[src/rtl/uart_pkg.sv]
// Shared definitions for the UART transmit/receive blocks: FSM states,
// parity-type encodings and the fixed line levels of start and stop bits.
package uart_pkg;

    typedef enum logic [2:0] {
        IDLE,
        START,
        DATA,
        PARITY,
        STOP
    } uart_state_e;

    localparam logic PAR_EVEN  = 1'b0;
    localparam logic PAR_ODD   = 1'b1;

    localparam logic START_BIT = 1'b0;
    localparam logic STOP_BIT  = 1'b1;

endpackage

[src/rtl/uart_parity_calc.sv]
// Combinational parity generator, shared by the transmitter (parity insertion)
// and the receiver (parity check). Even parity is the XOR of all data bits;
// odd parity is its inverse.
module uart_parity_calc
    import uart_pkg::*;
#(
    parameter int DATA_WIDTH = 8
) (
    input  logic [DATA_WIDTH-1:0] data,
    input  logic                  par_typ,
    output logic                  par_bit
);

    assign par_bit = (par_typ == PAR_ODD) ? ~(^data) : (^data);

endmodule

[src/rtl/uart_tx_frame.sv]
// UART frame serializer running on the divided baud clock: one line bit per
// cycle. Accepts a word over a valid/busy handshake, then emits start bit,
// data LSB-first, optional parity and STOP_BITS stop bits. o_busy falls during
// the last stop bit so a request taken at that edge follows with no idle gap.
module uart_tx_frame
    import uart_pkg::*;
#(
    parameter int DATA_WIDTH = 8,
    parameter int STOP_BITS  = 1
) (
    input  logic                  i_clk,
    input  logic                  i_rst,
    input  logic [DATA_WIDTH-1:0] i_data,
    input  logic                  i_data_valid,
    input  logic                  i_par_en,
    input  logic                  i_par_typ,
    output logic                  o_tx,
    output logic                  o_busy
);

    localparam int               CNT_W     = $clog2(DATA_WIDTH);
    localparam logic [CNT_W-1:0] LAST_DATA = CNT_W'(DATA_WIDTH - 1);
    localparam logic [CNT_W-1:0] LAST_STOP = CNT_W'(STOP_BITS - 1);

    uart_state_e           state;
    uart_state_e           state_nxt;
    logic [CNT_W-1:0]      bit_cnt;
    logic [CNT_W-1:0]      bit_cnt_nxt;
    logic [CNT_W-1:0]      bit_idx_nxt;
    logic [DATA_WIDTH-1:0] shadow_data;
    logic                  shadow_par_en;
    logic                  shadow_par_typ;
    logic                  tx_nxt;
    logic                  busy_nxt;
    logic                  load;
    logic                  accept;
    logic                  par_bit;

    // A request is only taken while the line reports not-busy.
    assign accept      = i_data_valid & ~o_busy;
    assign bit_idx_nxt = bit_cnt + 1'b1;

    uart_parity_calc #(
        .DATA_WIDTH (DATA_WIDTH)
    ) u_parity (
        .data    (shadow_data),
        .par_typ (shadow_par_typ),
        .par_bit (par_bit)
    );

    // Next state plus the registered line/busy values for the coming bit period.
    always_comb begin
        state_nxt   = state;
        bit_cnt_nxt = bit_cnt;
        tx_nxt      = STOP_BIT;
        busy_nxt    = 1'b0;
        load        = 1'b0;

        unique case (state)
            IDLE: begin
                if (accept) begin
                    state_nxt = START;
                    tx_nxt    = START_BIT;
                    busy_nxt  = 1'b1;
                    load      = 1'b1;
                end
            end
            START: begin
                state_nxt   = DATA;
                bit_cnt_nxt = '0;
                tx_nxt      = shadow_data[0];
                busy_nxt    = 1'b1;
            end
            DATA: begin
                if (bit_cnt == LAST_DATA) begin
                    bit_cnt_nxt = '0;
                    if (shadow_par_en) begin
                        state_nxt = PARITY;
                        tx_nxt    = par_bit;
                        busy_nxt  = 1'b1;
                    end else begin
                        state_nxt = STOP;
                        busy_nxt  = (LAST_STOP != '0);
                    end
                end else begin
                    bit_cnt_nxt = bit_idx_nxt;
                    tx_nxt      = shadow_data[bit_idx_nxt];
                    busy_nxt    = 1'b1;
                end
            end
            PARITY: begin
                state_nxt   = STOP;
                bit_cnt_nxt = '0;
                busy_nxt    = (LAST_STOP != '0);
            end
            STOP: begin
                if (bit_cnt == LAST_STOP) begin
                    if (accept) begin
                        state_nxt = START;
                        tx_nxt    = START_BIT;
                        busy_nxt  = 1'b1;
                        load      = 1'b1;
                    end else begin
                        state_nxt = IDLE;
                    end
                end else begin
                    bit_cnt_nxt = bit_idx_nxt;
                    busy_nxt    = (bit_idx_nxt != LAST_STOP);
                end
            end
            default: begin
                state_nxt = IDLE;
            end
        endcase
    end

    // Control and output registers; reset abandons any frame with the line high.
    always_ff @(posedge i_clk) begin
        if (i_rst) begin
            state   <= IDLE;
            bit_cnt <= '0;
            o_tx    <= STOP_BIT;
            o_busy  <= 1'b0;
        end else begin
            state   <= state_nxt;
            bit_cnt <= bit_cnt_nxt;
            o_tx    <= tx_nxt;
            o_busy  <= busy_nxt;
        end
    end

    // Shadow copy of the request so the inputs may change once it is accepted.
    always_ff @(posedge i_clk) begin
        if (load) begin
            shadow_data    <= i_data;
            shadow_par_en  <= i_par_en;
            shadow_par_typ <= i_par_typ;
        end
    end

endmodule

[config.mk]
export PLATFORM = sky130hd
export DESIGN_NAME = uart_tx_frame
export DESIGN_NICKNAME = d
export VERILOG_FILES = /design/src/rtl/uart_pkg.sv /design/src/rtl/uart_parity_calc.sv /design/src/rtl/uart_tx_frame.sv
export SDC_FILE = /design/constraint.sdc
export NUM_CORES = 1
export LEC_CHECK = 0
export ABC_CLOCK_PERIOD_IN_PS = 1850
export CORE_ASPECT_RATIO = 0.5
export CORE_MARGIN = 2
export CORE_UTILIZATION = 35
export CTS_CLUSTER_SIZE = 30
export DETAILED_ROUTE_END_ITERATION = 8
export HOLD_SLACK_MARGIN = 0.08
export PLACE_DENSITY = 0.6
export SYNTH_ARGS = -nofsm -noshare
export SYNTH_HDL_FRONTEND = slang
export SYNTH_SLANG_ARGS = --single-unit
[constraint.sdc]
create_clock -name i_clk -period 1.85 [get_ports i_clk]
set_input_delay 0.185 -clock i_clk [delete_from_list [all_inputs] [get_ports i_clk]]
set_output_delay 0.185 -clock i_clk [all_outputs]
set_load 0.02 [all_outputs]
==> results.toml <==
[run_status]
outcome = "complete, but fails checks"
violations = "setup timing"

[critical_path]
cp.buffers_inverters = 0
critPathLaunchType = "register"
endpoint_kind = "register"
ff2ff_path_depth = 6
crit_chain = "ha_4 -> ha_4 -> mux2_4 -> mux4_2 -> o2111ai_2 -> a211oi_1"
crit_path_top_delay_cell = "mux4_2"
critical-path-top-delay-family = "multiplexers"
ff2ff_setup_slack_ps = -120
cp.depth = 6
critPathMaxStageDelay_ps = 490
crit_arrival_ps = 2100
worstSetupPathType = "register to register"
r2r-end = "o_tx"
crit_required_ps = 1980
crit-reg2reg-launch = "bit_cnt[1]"
path_max_fanout = 5
crit_top_cell = "ha_4"

[placed_design]
dp_hpwl_mm = 1.59
gp_congestion = 0.811
port_buffers = 14
place_inst = 152

[layout]
stdcell_count = 157
area_growth_pct = 34.1
layout_common_cells = "14 x clkdlybuf4s50_1, 12 x a21oi_1, 10 x edfxtp_1"
nets = 137
antennaDiodeCount = 0
drive_gt1_frac = 0.242
finish.utilization = 0.516
fillers = 256
mostFrequentLayoutCell = "clkdlybuf4s50_1"

[synthesis]
synth_top_area_frac = 0.289
syn_inst = 96
synth_flop_cell = "edfxtp_1"
synth_nets = 112
synth_warnings = 0
synthArstFlopShare = 0
seq_area_frac_synth = 0.443
synth_edf_count = 10
syn_area_per_cell_um2 = 10.8
synth_cell_type_count = 35
netlist_area_um2 = 1040
synth_largest_area_cell = "edfxtp_1"
synthTopCellsByArea = "edfxtp_1 29%, dfxtp_1 15%, a21oi_1 5.8%"
ys_ff_latch = 18

[drt]
drc = 0
firstDrtPassIters = 4
wl_per_cell_um = 13.1
vias = 802
final_antenna_net_count = 0
drt-initial-drc-count = 76
via_per_inst = 5.11
wl_mm = 2.05

[timing]
setup_ws_ps = -123
hold_viol_final = 0
period_needed_ps = 1970
fmax_ghz = 0.507
drv_slew = 0
slew_headroom = 0.726
finalSetupViolCount = 1
rsz0062_at_grt = "true"
fin_skew_ps = 3.12
fin_tns_setup_ps = -123
holdWs_ps = 487
timing.final.crit_share = 1.07
max_slew.worst_pin.slew_ps = 400

[min_path]
min_path_cells = 1
worstHoldPathType = "primary input to register"
min_to = "shadow_data[4]"
hp-start = "i_data[4]"

[cts]
cts_hold_buffers = 0
insertion_delay_ps = 250
clkTransAtPathRegs_ps = 70
cts_tree = "built"
htree_levels = 1
numCtsBuffers = 3
cts_root_buf = "clkbuf_8"
cts_buffer_depth = 2
cts.sinks = 18

[global_routing]
grt_pass1_vias = 786
overflow = 0
grt_pass1_wl_mm = 3.48
antenna_found_initial = 0
grt.total_usage = 0.136
grt_max_degree = 12

[floorplanning]
io_pins = 15
die_area_um2 = 3450
dieWidth_um = 81.1
initial_core_util = 0.385
fp.coreArea_um2 = 2700
rows = 13
die_h_um = 42.5

[job]
maxCapViolCount = 0

[power_and_ir_drop]
internal-power_w = 0.00114
pwr-share-comb = 0.470
power_density_nw_per_um2 = 1250
p_clk_frac = 0.159
power.net_switching_w = 0.000603
p_leak_nw = 0.515
peakVddDrop_v = 0.000563
power_w = 0.00174
switching_share = 0.346
seq_power_share = 0.370
==> cell families after synthesis <==
logic type	after synthesis	share of synthesized area
AO/OA/AOI/OAI	28	0.178
adder cells (fa/ha/maj)	3	0.0361
AND/OR/NAND/NOR	23	0.117
XOR/XNOR	7	0.108
multiplexers	6	0.0758
flip-flops	18	0.443
buffers and inverters	11	0.0421
==> stage by stage <==
stage               area [um2]  worst slack (ps)
detailed placement        1320              -165
CTS                       1390              -134
floorplan                 1070             -79.2
global route              1390              -192
finish                    1390              -123
global placement          1320             -99.6
==> layout make-up <==
cell class / count / area, um2 / area share
clock inverter: 1 / 3.75 / 0.00269
multi-input combinational: 67 / 586 / 0.420
clock buffer: 3 / 41.3 / 0.0296
timing repair buffer: 24 / 228 / 0.163
sequential: 18 / 463 / 0.332
tap: 37 / 46.3 / 0.0332
inverter: 7 / 26.3 / 0.0189
==> worst register-to-register path, stage by stage (launching register included) <==
cell	delay, ps
dfxtp_2	340
ha_4	160
ha_4	300
mux2_4	300
mux4_2	490
o2111ai_2	180
a211oi_1	90
==> power groups by stage <==
stage,Sequential (W),Clock [W],Combinational (W)
final,0.000646,0.000278,0.000820
after global routing,0.000660,0.000316,0.000901
after CTS,0.000646,0.000295,0.000815
after detailed placement,0.000652,0,0.000788
after global placement,0.000651,0,0.000785
after floorplan,0.000627,0,0.000539
==> worst max-delay path by stage <==
stage / start / end / slack (ps)
after floorplan: bit_cnt[0] / o_tx / -80
after global placement: bit_cnt[1] / o_tx / -100
after detailed placement: bit_cnt[1] / o_tx / -160
after CTS: bit_cnt[1] / o_tx / -130
after global routing: bit_cnt[0] / o_tx / -190
final: bit_cnt[1] / o_tx / -120
==> cell usage after synthesis (all sizes together) (2+ instances only) <==
cell type	number
buf	2
nand3	7
a2111oi	2
inv	7
xor3	2
ha	3
nand2b	2
mux2	5
nor2	6
o21ai	4
nand2	3
edfxtp	10
o221ai	3
xnor2	3
a21oi	12
clkbuf	2
dfxtp	8
==> layer usage <==
layer | track usage | vias to the layer above | share of wire
li1 | - | 409 | -
met1 | 0.170 | 370 | 0.50
met2 | 0.218 | 21 | 0.44
met3 | 0.0496 | 2 | 0.053
met4 | 0.0441 | 0 | 0.0059
met5 | 0 | - | 0
==> registers in the layout, summed over array words and instances (netlist names) <==
| register | count |
|---|---|
| bit_cnt | 3 |
| shadow_par_typ | 1 |
| o_busy | 1 |
| state | 3 |
| o_tx | 1 |
| shadow_data | 8 |
| shadow_par_en | 1 |
==> timing repair <==
action	4_1_cts	5_1_grt
buffers inserted	1	0
pin swaps	4	2
setup endpoints to repair	1	11
resized for setup	5	3
No activity file was read; power rests on OpenSTA's default activity.
